==> config.mk <==
export PLATFORM = sky130hd
export DESIGN_NAME = ram16_access_ctrl
export DESIGN_NICKNAME = d
export VERILOG_FILES = /design/src/rtl/ram16_access_ctrl.sv
export SDC_FILE = /design/constraint.sdc
export NUM_CORES = 1
export LEC_CHECK = 0
export BUFFER_PORTS_ARGS = -buffer_cell sky130_fd_sc_hd__buf_2
export CAP_MARGIN = 20
export CORE_MARGIN = 2
export CORE_UTILIZATION = 44
export CTS_BUF_LIST = sky130_fd_sc_hd__clkbuf_16
export DETAILED_ROUTE_END_ITERATION = 16
export MAX_ROUTING_LAYER = met4
export PLACE_DENSITY_LB_ADDON = 0.2
export SLEW_MARGIN = 20
export SYNTH_ARGS = -nofsm -noshare
export SYNTH_HDL_FRONTEND = slang
export SYNTH_SLANG_ARGS = --single-unit
==> constraint.sdc <==
create_clock -name clk -period 1.6 [get_ports clk]
set_clock_uncertainty 0.2 [all_clocks]
set_input_delay 0 -clock clk [delete_from_list [all_inputs] [get_ports clk]]
set_output_delay 0 -clock clk [all_outputs]
set_load 0.02 [all_outputs]
==> src/rtl/ram16_access_ctrl.sv <==
// ram16_access_ctrl: turns CPU byte/word load/store requests into 16-bit RAM transactions, read-modify-write for byte stores
module ram16_access_ctrl #(
    parameter int addrSize = 9
) (
    input  logic                clk,
    input  logic                reset,
    input  logic                req_valid,
    output logic                req_ready,
    input  logic                req_we,
    input  logic                req_size,
    input  logic [addrSize-1:0] req_addr,
    input  logic [15:0]         req_wdata,
    output logic                resp_valid,
    output logic [15:0]         resp_rdata,
    output logic [addrSize-1:0] ram_addr,
    output logic [15:0]         ram_wdata,
    output logic                ram_write_rq,
    output logic                ram_output_en,
    input  logic [15:0]         ram_rdata
);
    typedef enum logic [1:0] {IDLE, ACCESS, MERGE, RESP} state_t;
    state_t state, state_nx;
    logic                we_q, size_q, word_wr;
    logic [addrSize-1:0] addr_q;
    logic [15:0]         wdata_q, rdata_q;
    logic [7:0]          old_hi;
    always_ff @(posedge clk or negedge reset) begin
        if (!reset) begin
            state   <= IDLE;
            we_q    <= 1'b0;
            size_q  <= 1'b0;
            addr_q  <= '0;
            wdata_q <= '0;
            rdata_q <= '0;
            old_hi  <= '0;
        end else begin
            state <= state_nx;
            if (state == IDLE && req_valid) begin
                we_q    <= req_we;
                size_q  <= req_size;
                addr_q  <= req_addr;
                wdata_q <= req_wdata;
            end
            if (state == ACCESS && !we_q)
                rdata_q <= size_q ? ram_rdata : {8'h00, ram_rdata[7:0]};
            // only the neighbour byte survives into the merged write
            if (state == ACCESS && we_q && !size_q)
                old_hi <= ram_rdata[15:8];
        end
    end
    always_comb begin
        state_nx      = state == IDLE   ? (req_valid ? ACCESS : IDLE) :
                        state == ACCESS ? ((we_q && !size_q) ? MERGE : RESP) :
                        state == MERGE  ? RESP : IDLE;
        word_wr       = state == ACCESS && we_q && size_q;
        req_ready     = reset && state == IDLE;
        ram_addr      = addr_q;
        ram_output_en = state == ACCESS || state == MERGE;
        ram_write_rq  = word_wr || state == MERGE;
        ram_wdata     = state == MERGE ? {old_hi, wdata_q[7:0]} : word_wr ? wdata_q : '0;
        resp_valid    = state == RESP;
        resp_rdata    = (state == RESP && we_q) ? '0 : rdata_q;
    end
endmodule
# --- Word-level counts from Yosys, hierarchy flattened ---
# Index checks and enable logic that the tools add are counted.
# Widths: inputs -> output; s select.
classes:
  addsub: 0
  mul: 0
  div_mod_pow: 0
  n_lt_le_gt_ge: 0
  eq_ne: 3
  n_shift: 0
  mux: 9
  bitwise_logic: 0
  n_reduce_logical: 13
ops:
  columns: ["cell", "n"]
  rows:
  - ["$mux 16", 4]
  - ["$logic_and 1x1->1", 8]
  - ["$mux 2", 3]
  - ["$eq 2x2->1 const B", 2]
  - ["$eq 2x1->1 const B", 1]
  - ["$logic_not 1->1", 2]
  - ["$logic_not 2->1", 1]
  - ["$logic_or 1x1->1", 2]
  - ["$mux 1", 2]
totals:
  register_bits: 53
  latch_bits: 0
  ramBits: 0
  romBits: 0
  out_inout_bits: 45
  word_cells: 32
  memories: 0

# --- Longest topological paths before layout ---
# Gate-level depths: netlist (run 1).
logic_depth:
  ltp_word: 5
  mapped_depth: 6

# --- Worst setup path after synthesis (run 1) ---
# Ideal clock, no wire load.
synth_timing:
  path_type: "register -> register"
  start: "reg state[1]"
  end: "reg rdata_q[6]"
  setup_time_ps: 125
  t_arrival_ps: 1353
  required_time_ps: 1275
  setup_slack_ps: -78
  stages_incl_launch_ff: 7
  cell_sequence: "dfrtp_1 inv_1 ha_1 nor2b_1 buf_2 buf_6 mux2_4"
synth_between:
  elab_chain_cells: 2
synth_lines:
  columns: ["element", "line", "rtl"]
  rows:
  - ["start, declared", "22", "state_t state, state_nx;"]
  - ["start signal, assigned", "37", "state <= state_nx;"]
  - ["$eq 2x1->1", "44", "if (state == ACCESS && !we_q)"]
  - ["$logic_and 1x1->1", "44", null]
  - ["end signal, assigned", "45", "rdata_q <= size_q ? ram_rdata : {8'h00, ram_rdata[7:0]};"]
  - ["end, declared", "25", "logic [15:0] wdata_q, rdata_q;"]
# Every way passes these cells.
# A chain may end at the register's enable or synchronous reset.

# --- Worst setup path after layout (run 1) ---
layout_timing:
  start: "reg state[0]"
  end: "out ram_wdata[3]"
layout_between:
  elab_chain_cells: 5
  elab_cells_between_ends: 6
  cone_classes: "eq/ne (2); mux (2); reduce/logical (2)"
layout_lines:
  columns: ["element", "line", "rtl"]
  rows:
  - ["$eq 2x1->1", "55", "word_wr = state == ACCESS && we_q && size_q;"]
  - ["$logic_and 1x1->1 (2 in a row)", "55", null]
  - ["$mux 16", "60", "ram_wdata = state == MERGE ? {old_hi, wdata_q[7:0]} : word_wr ? wdata_q : '0;"]
  - ["$mux 16 (*)", "60", null]
  - ["end, declared", "16", "output logic [15:0] ram_wdata,"]
# Mark *: on every way between the ends. The rest lies on a longest branch, timed or not.

==> results of run 1 <==
[worst max path at each step]
| stage | startpoint | to | slack [ns] | depth (start not counted) |
|---|---|---|---|---|
| 3_5_place_dp | state[1] | rdata_q[12] | -0.05 | 6 |
| 3_3_place_gp | state[1] | old_hi[4] | -0.005 | 5 |
| 4_1_cts | state[0] | ram_wdata[1] | -0.16 | 6 |
| 2_1_floorplan | state[1] | rdata_q[6] | -0.04 | 6 |
| 5_1_grt | state[1] | ram_wdata[3] | -0.25 | 7 |
| 6_report | state[0] | ram_wdata[3] | -0.17 | 6 |
[power breakdown]
group | internal, mW | leakage, nW | switching (mW)
registers | 2.00 | 0.635 | 0.342
logic | 2.49 | 1.28 | 2.28
clock network | 0.741 | 0.0800 | 0.491
total | 5.24 | 2.00 | 3.11
[cells in the final DEF, fill, tap and decap left out, drive strengths merged]
cell / count
a21oi: 8
a31oi: 1
and2: 9
and3b: 1
buf: 116
bufinv: 1
clkbuf: 7
clkinv: 1
clkinvlp: 1
dfrtp: 53
dlygate4sd3: 45
ha: 4
inv: 11
mux2: 43
mux2i: 8
nand2: 18
nand4: 8
nor2: 1
nor2b: 9
o21ai: 8
o31ai: 1
[cell type report]
class	instances	area share (%)
Tap cell	72	2.17
Sequential cell	53	32.0
Timing Repair Buffer	163	32.4
Clock inverter	3	1.12
Inverter	11	0.995
Clock buffer	5	3.01
Multi-Input combinational cell	119	28.3
[worst min-delay path, delay by kind of cell]
family / cells / cell delay (ns)
buffers and inverters: 3 / 0.91
[routing by layer]
layer / vias to the layer above / wire length (µm) / GRT usage, %
met5: - / 0 / -
met4: 0 / 55 / 5.26
met3: 4 / 281 / 4.32
met2: 53 / 3240 / 36.1
met1: 986 / 2820 / 25.1
li1: 988 / - / -
[state kept, by name, indices dropped and copies added, names as in the netlist]
signal	cells
rdata_q	16
wdata_q	16
ram_addr	9
old_hi	8
state	2
size_q	1
we_q	1
[metrics by stage]
| stage | hold slack (ns) | setup slack, ns | std cells | setup TNS [ns] | power, mW |
|---|---|---|---|---|---|
| 6_report | 0.0488 | -0.168 | 426 | -3.33 | 8.35 |
| 5_1_grt | 0.0882 | -0.248 | 426 | -6.78 | 8.82 |
| 4_1_cts | 0.0403 | -0.161 | 422 | -6.05 | 7.63 |
| 3_5_place_dp | -0.182 | -0.0521 | 364 | -0.699 | 5.86 |
| 3_3_place_gp | -0.186 | -0.00512 | 364 | -0.0359 | 5.79 |
| 2_1_floorplan | -0.496 | -0.0356 | 196 | -0.0712 | 4.67 |
[logic make-up after synthesis]
group | share of synthesized area (%)
AO/OA/AOI/OAI | 4.27
buffers and inverters | 5.29
multiplexers | 24.5
adder cells (fa/ha/maj) | 2.04
flip-flops | 53.9
AND/OR/NAND/NOR | 9.97
[what timing repair did]
item,4_1_cts,5_1_grt
setup endpoints to repair,60,77
resized for setup,42,60
pin swaps,2,3
hold buffers,45,0
setup buffers,4,2
gates cloned,1,2
hold endpoints to repair,105,0
==> implementation parameters, run 1 <==
Parameter                              Value

Setup path
  Library cell appearing most often on the critical path    buf_6
  Kind of end point of the critical path    output port
  Arr. time, crit path    1.57 ns
  Kind of critical path    flop to output port
  Worst Path Buf+Inv    3
  Family with the most delay on the worst path    buffers and inverters
  Origin of the critical flop-to-flop path    state[1]
  Required @ worst endpoint    ~1.4 ns
  Kind of start point of the critical path    flop
  Largest fanout on the critical path    8
  Ordered list of cells on the worst path    ha_4, buf_6, a31oi_4, buf_6, nor2b_1, buf_4
  Largest stage delay on the critical path    0.44 ns
  Endpoint of the lowest-slack register-to-register path    wdata_q[5]
  Worst-path cell with the longest stage delay    dfrtp_2
  Worst setup slack for register-to-register paths    -0.03 ns
  Worst Reg-to-Reg Cells    6

Yosys
  Primary FF master, synth    dfrtp_1
  Cells after synthesis    196
  Flip-flop and latch count after synthesis    53
  Share of Yosys cell area claimed by the top area cell type    53.9%
  Commonest cells in the synthesized netlist    dfrtp_1 (53), mux2_1 (31), nand2_1 (17), inv_1 (10), mux2_4 (10)
  Mapped Area    0.00246 mm²
  Number of nets produced by synthesis    246
  Most common cell in the synthesized netlist    dfrtp_1
  Synthesized area per cell    12.5 µm²
  Count of flip-flops with a built-in enable after synthesis    0
  Count of synthesis-stage warnings from yosys    0
  Sequential area share after synthesis    53.9%
  Share of synthesized registers carrying an async set or reset    100%
  Post-synthesis cell type with the largest combined area    dfrtp_1
  Count of distinct cell types in the synthesized netlist    24
  Cells taking the most area after synthesis    dfrtp_1 (54%), mux2_1 (14%), mux2_4 (6.1%)

GRT
  GRT Total Usage    20.9%
  Wire length of the first global-routing pass    9.79 mm
  Antenna violations before repair    0
  Pin count of the biggest net entering global routing    36
  Remaining global-route overflow    0
  Vias in the first global route    2096

STA
  Final critical-path required period    between 1.5 and 2 ns
  Period utilisation layout    110%
  Unrepaired setup endpoints after global routing    yes
  Max-Slew Margin vs Limit    70.4%
  Transition at the pin with the smallest max-transition slack    0.444 ns
  Min setup slack post-route    -0.168 ns
  Peak clock frequency supported by timing    ~0.57 GHz
  Final setup viols    49
  Final Hold Viols    0
  Final Max Slew Viols    0

Pwr
  Power Dens Cells    around 2000 mW/mm²
  Max IR drop VDD    0.00120 V
  Leakage dissipation    2.00 nW

Placed design
  Post-detailed-placement half-perimeter wirelength    roughly 3.7 mm
  Buffers added on ports    90
  GP Congestion    0.739
  Placed Area    around 0.0031 mm²

Die
  Io pins    91
  Row Count    27
  Die area    0.00620 mm²
  Die extent in y    78.8 µm
  Initial Utilization    45.2%
  X dimension of the die    just under 80 µm
  Core area    0.00544 mm²

Routing
  Initial drt markers    51
  Post-DR vias/cell    4.77
  Post-detailed-routing wire length    6.40 mm
  Vias after detailed routing    2031
  Number of remaining DRC errors    0
  DRT Pass-1 Iters    4
  Detail-routed net length per standard cell    15.0 µm
  Residual antenna-violating net count after detailed routing    0

Clock network
  Clock root cell    clkbuf_16
  # H-tree levels    2
  CTS tree    done
  Clock buffers created by TritonCTS    5
  Sink Count    53
  Buffer levels on the longest clock path    2
  Worst skew pair latency    0.29 ns
  Clock transition time at the flip-flop clock pins of the worst setup and hold paths    0.07 ns

Final layout
  Sequential cell area    0.00133 mm²
  Number of diodes added for antenna fixing    0
  Post-route cell area    0.00415 mm²
  Post-layout net count    403
  Utilization after layout    76.3%
  Fillers    323
  Area used by multi-input combinational logic    between 0.001 and 0.0015 mm²
  Layout cell share with drive strength beyond 1    50.8%
  Area overhead of the layout relative to synthesis    68.8%

Outcome
  Outcome    finished with violations
  Failing checks    negative setup slack

Min path
  Worst Hold Class    primary input to asynchronous set/reset pin

Job
  MaxCap Viol Count    0
Power figures use the tool's default switching activity.
==> inputs of run 2 (changes only) <==
--- a/config.mk
+++ b/config.mk
@@ -13,6 +13,7 @@
 export DETAILED_ROUTE_END_ITERATION = 16
 export MAX_ROUTING_LAYER = met4
 export PLACE_DENSITY_LB_ADDON = 0.2
+export SETUP_SLACK_MARGIN = 0.05
 export SLEW_MARGIN = 20
 export SYNTH_ARGS = -nofsm -noshare
 export SYNTH_HDL_FRONTEND = slang
==> implementation parameters, run 2 (synthesis gave the netlist of run 1 again) <==
Parameter                              Value

Min path
  Worst Hold Class    primary input to flop

Setup path
  Kind of start point of the critical path    flop
  Required @ worst endpoint    around 1.4 ns
  Worst Reg-to-Reg Cells    7
  Origin of the critical flop-to-flop path    state[0]
  Kind of end point of the critical path    output port
  Worst setup endpoint    ram_wdata[3]
  Largest fanout on the critical path    5
  Arr. time, crit path    1.59 ns
  Endpoint of the lowest-slack register-to-register path    wdata_q[2]
  Worst setup slack for register-to-register paths    -0.14 ns
  Source of the critical timing path    state[0]
  Kind of critical path    flop to output port

STA
  Final Max Slew Viols    0
  Final setup viols    between 70 and 80
  Hold WS    0.0608 ns
  Unrepaired setup endpoints after global routing    yes
  Transition at the pin with the smallest max-transition slack    0.653 ns
  Period utilisation layout    112%
  Max-Slew Margin vs Limit    around 56%
  Peak clock frequency supported by timing    0.558 GHz
  Min setup slack post-route    -0.192 ns
  Final critical-path required period    1.79 ns
  Final Hold Viols    0

Outcome
  Failing checks    negative setup slack
  Outcome    finished with violations

Routing
  DRT Pass-1 Iters    4
  Post-DR vias/cell    approximately 5
  Detail-routed net length per standard cell    between 15 and 20 µm
  Number of remaining DRC errors    0
  Post-detailed-routing wire length    7.02 mm
  Initial drt markers    57
  Residual antenna-violating net count after detailed routing    0
  Vias after detailed routing    2093

Die
  Die extent in y    78.8 µm
  X dimension of the die    roughly 79 µm
  Io pins    91
  Initial Utilization    45.2%
  Core area    0.00544 mm²
  Row Count    27
  Die area    0.00620 mm²

Pwr
  Clock power frac    approximately an eighth
  Internal Pwr Total    5.93 mW
  Leakage dissipation    roughly 2.2 nW
  Max IR drop VDD    0.00128 V
  Sw Ratio    36.8%
  Power Dens Cells    2100 mW/mm²
  Power share of the sequential group    25.8%
  P_sw    3.46 mW
  Combinational Power Share    61.4%

Clock network
  Clock root cell    clkbuf_16
  # H-tree levels    2
  Clock buffers created by TritonCTS    5
  Buffer levels on the longest clock path    2
  Worst skew pair latency    around 0.28 ns
  CTS tree    done
  Sink Count    53
  Clock transition time at the flip-flop clock pins of the worst setup and hold paths    about 0.070 ns

GRT
  Remaining global-route overflow    0
  GRT Total Usage    24.4%
  Antenna violations before repair    0
  Pin count of the biggest net entering global routing    54
  Vias in the first global route    2276
  Wire length of the first global-routing pass    11.4 mm

Final layout
  Utilization after layout    around 82%
  Most common cell after layout, fill and taps aside    buf_2
  Top library cells by usage in the layout, fill and taps aside    buf_2 (56), dfrtp_1 (51), dlygate4sd3_1 (44), mux2_4 (42), buf_6 (37)
  Post-layout net count    408
  Area overhead of the layout relative to synthesis    82.3%
  Fillers    approximately 280
  Area used by multi-input combinational logic    0.00137 mm²
  Sequential cell area    0.00133 mm²
  Number of diodes added for antenna fixing    0
  Layout cell share with drive strength beyond 1    60.2%
  Post-route cell area    about 0.0045 mm²

Placed design
  Placed Area    0.00310 mm²
  GP Congestion    0.757
  Buffers added on ports    90
  Post-detailed-placement half-perimeter wirelength    3.70 mm

Job
  MaxCap Viol Count    0
-- run 2: layout make-up --
cell class              count  area share (%)
repair buffers            168            33.1
multi-input cells         119            30.5
flip-flops and latches     53            29.6
clock buffers               5            2.79
well taps                  72            2.01
clock inverters             3            1.03
inverters                  11           0.921
-- run 2: layer usage --
metal / global-route usage (%) / vias up / wire length, µm
met2: 43.6 / 69 / 3710
met4: 7.72 / 0 / 141
li1: - / 984 / -
met1: 27.9 / 1024 / 2910
met3: 4.20 / 16 / 257
met5: - / - / 0
-- run 2: repair_timing --
item / CTS / global route
endpoints found under the hold margin: 104 / 0
pin swaps: 5 / 3
gates resized for setup: 133 / 38
gates cloned: 5 / 1
setup endpoints to repair: 82 / 87
hold buffers: 44 / 0
setup buffers: 7 / 3
-- run 2: worst min path at each step --
stage	to	depth (start not counted)	from	slack, ns
after floorplan	old_hi[0]	0	reset	-0.50
after global placement	wdata_q[4]	2	reset	-0.006
after detailed placement	wdata_q[4]	2	reset	-0.009
after CTS	wdata_q[3]	4	req_valid	0.06
after global routing	wdata_q[8]	4	req_valid	0.08
final	we_q	4	req_valid	0.06
-- run 2: worst max-delay path, stage by stage (launching register included) --
cell and delay [ns]:
dfrtp_2 0.41, inv_2 0.06, buf_6 0.11, ha_4 0.18
a31oi_4 0.18, buf_6 0.15, nor2b_1 0.05, buf_4 0.15
-- run 2: power by group through the flow --
stage               clock (mW)  combinational (mW)  sequential, mW
floorplan                    0                2.28            2.39
global placement             0                3.48            2.33
detailed placement           0                3.53            2.33
CTS                       1.23                5.24            2.36
global route              1.28                6.10            2.50
finish                    1.21                5.77            2.42
-- run 2: stage by stage --
| step | setup TNS (ns) | total power [mW] | instances | setup slack (ns) |
|---|---|---|---|---|
| floorplan | -0.0712 | 4.67 | 196 | -0.0356 |
| global placement | 0 | 5.81 | 364 | 0.0198 |
| detailed placement | 0 | 5.86 | 364 | 0.00102 |
| CTS | -4.50 | 8.83 | 428 | -0.178 |
| global route | -9.32 | 9.88 | 431 | -0.247 |
| finish | -5.03 | 9.39 | 431 | -0.192 |
==> inputs of run 3 (changes only) <==
--- a/config.mk
+++ b/config.mk
@@ -10,10 +10,12 @@
 export CORE_MARGIN = 2
 export CORE_UTILIZATION = 44
 export CTS_BUF_LIST = sky130_fd_sc_hd__clkbuf_16
+export CTS_CLUSTER_SIZE = 24
 export DETAILED_ROUTE_END_ITERATION = 16
 export MAX_ROUTING_LAYER = met4
 export PLACE_DENSITY_LB_ADDON = 0.2
 export SETUP_SLACK_MARGIN = 0.05
+export SKIP_LAST_GASP = 1
 export SLEW_MARGIN = 20
 export SYNTH_ARGS = -nofsm -noshare
 export SYNTH_HDL_FRONTEND = slang
==> implementation parameters, run 3 (synthesis gave the netlist of run 1 again) <==
Parameter                              Value

Clock network
  Buffer levels on the longest clock path    2
  CTS tree    done
  Clock transition time at the flip-flop clock pins of the worst setup and hold paths    0.07 ns
  # H-tree levels    2
  Clock root cell    clkbuf_16
  Worst skew pair latency    ~0.28 ns
  Sink Count    53
  Clock buffers created by TritonCTS    5

Die
  X dimension of the die    78.8 µm
  Row Count    27
  Die extent in y    between 70 and 80 µm
  Io pins    91
  Initial Utilization    45.2%
  Die area    0.00620 mm²
  Core area    0.00544 mm²

Final layout
  Fillers    279
  Post-layout net count    408
  Area used by multi-input combinational logic    0.00137 mm²
  Top library cells by usage in the layout, fill and taps aside    buf_2 (56), dfrtp_1 (51), dlygate4sd3_1 (44), mux2_4 (42), buf_6 (36)
  Area overhead of the layout relative to synthesis    82.2%
  Post-route cell area    0.00448 mm²
  Layout cell share with drive strength beyond 1    60.2%
  Number of diodes added for antenna fixing    0
  Sequential cell area    approximately 0.0013 mm²
  Most common cell after layout, fill and taps aside    buf_2

Setup path
  Worst Reg-to-Reg Cells    7
  Kind of critical path    flop to output port
  Kind of end point of the critical path    output port
  Origin of the critical flop-to-flop path    state[0]
  Largest fanout on the critical path    5
  Arr. time, crit path    1.59 ns
  Kind of start point of the critical path    flop
  Source of the critical timing path    state[0]
  Required @ worst endpoint    1.40 ns

Pwr
  Max IR drop VDD    0.00142 V
  Leakage dissipation    2.16 nW
  Internal Pwr Total    5.93 mW
  Sw Ratio    approximately 37%
  Power after layout    9.40 mW
  Clock power frac    12.8%
  Power Dens Cells    2100 mW/mm²
  Combinational Power Share    roughly three fifths
  P_sw    3.47 mW
  Power share of the sequential group    25.8%

Outcome
  Failing checks    negative setup slack
  Outcome    finished with violations

GRT
  Wire length of the first global-routing pass    11.4 mm
  Antenna violations before repair    0
  GRT Total Usage    between 20 and 25%
  Vias in the first global route    between 2000 and 2500
  Remaining global-route overflow    0
  Pin count of the biggest net entering global routing    54

STA
  Hold WS    0.0629 ns
  Period utilisation layout    112%
  Max-Slew Margin vs Limit    56.0%
  Final critical-path required period    1.79 ns
  Setup tns final    -5.17 ns
  Min setup slack post-route    -0.191 ns
  Final setup viols    74
  Final Max Slew Viols    0
  Final Hold Viols    0
  Peak clock frequency supported by timing    0.558 GHz
  Transition at the pin with the smallest max-transition slack    0.660 ns
  Unrepaired setup endpoints after global routing    yes

Min path
  Worst Hold Class    primary input to flop
  Worst hold start    req_valid
  Number of cells on the worst hold path    4

Routing
  Vias after detailed routing    2093
  Initial drt markers    48
  Post-DR vias/cell    roughly 5
  Detail-routed net length per standard cell    16.6 µm
  Number of remaining DRC errors    0
  Residual antenna-violating net count after detailed routing    0
  DRT Pass-1 Iters    4
  Post-detailed-routing wire length    ~7.1 mm

Placed design
  GP Congestion    0.757
  Placed Area    0.00310 mm²
  Post-detailed-placement half-perimeter wirelength    roughly 3.7 mm
  Buffers added on ports    90

Job
  MaxCap Viol Count    0
## run 3: path summary, 6_finish.rpt
check,endpoint,slack (ns)
max in group asynchronous,state[0],0.52
hold reg to reg,wdata_q[2],0.31
setup reg to reg,wdata_q[2],-0.14
hold / removal,we_q,0.06
min in group asynchronous,wdata_q[4],0.20
setup / recovery,ram_wdata[3],-0.19
## run 3: worst max-delay path, cell delays in order (launching register included)
cell and delay [ns]:
dfrtp_2 0.42, inv_2 0.06, buf_6 0.11, ha_4 0.18, a31oi_4 0.18, buf_6 0.15, nor2b_1 0.05, buf_4 0.15
## run 3: power groups by stage
stage	combinational (mW)	clock, mW	sequential, mW
2_1_floorplan	2.28	0	2.39
4_1_cts	5.24	1.23	2.36
5_1_grt	6.09	1.28	2.50
3_5_place_dp	3.53	0	2.33
6_report	5.76	1.21	2.43
3_3_place_gp	3.48	0	2.33
## run 3: final cells by class
| class | instances | area share, % |
|---|---|---|
| timing repair buffer | 168 | 33.1 |
| multi-input combinational | 119 | 30.5 |
| sequential | 53 | 29.7 |
| clock buffer | 5 | 2.79 |
| tap | 72 | 2.01 |
| clock inverter | 3 | 1.03 |
| inverter | 11 | 0.922 |
## run 3: layer usage
layer  wire length [µm]  up-vias  track usage [%]
li1                   -      987                -
met4                157        0             7.72
met2               3730       75             43.6
met3                279       16             4.20
met5                  0        -                -
met1               2980     1015             27.9
## run 3: through the flow
step / worst slack [ns] / instances / util (%)
floorplan: -0.0356 / 196 / -
global placement: 0.0198 / 364 / 57.0
detailed placement: 0.00102 / 364 / 57.0
CTS: -0.178 / 428 / 78.7
global route: -0.244 / 431 / 82.4
finish: -0.191 / 431 / 82.4
## run 3: repair_timing
action,in CTS,in global routing
gates cloned,5,1
buffers inserted,7,3
hold buffers,44,0
pin swaps,5,2
endpoints found under the hold margin,104,0
resized for setup,133,37
endpoints found under the setup margin,82,87
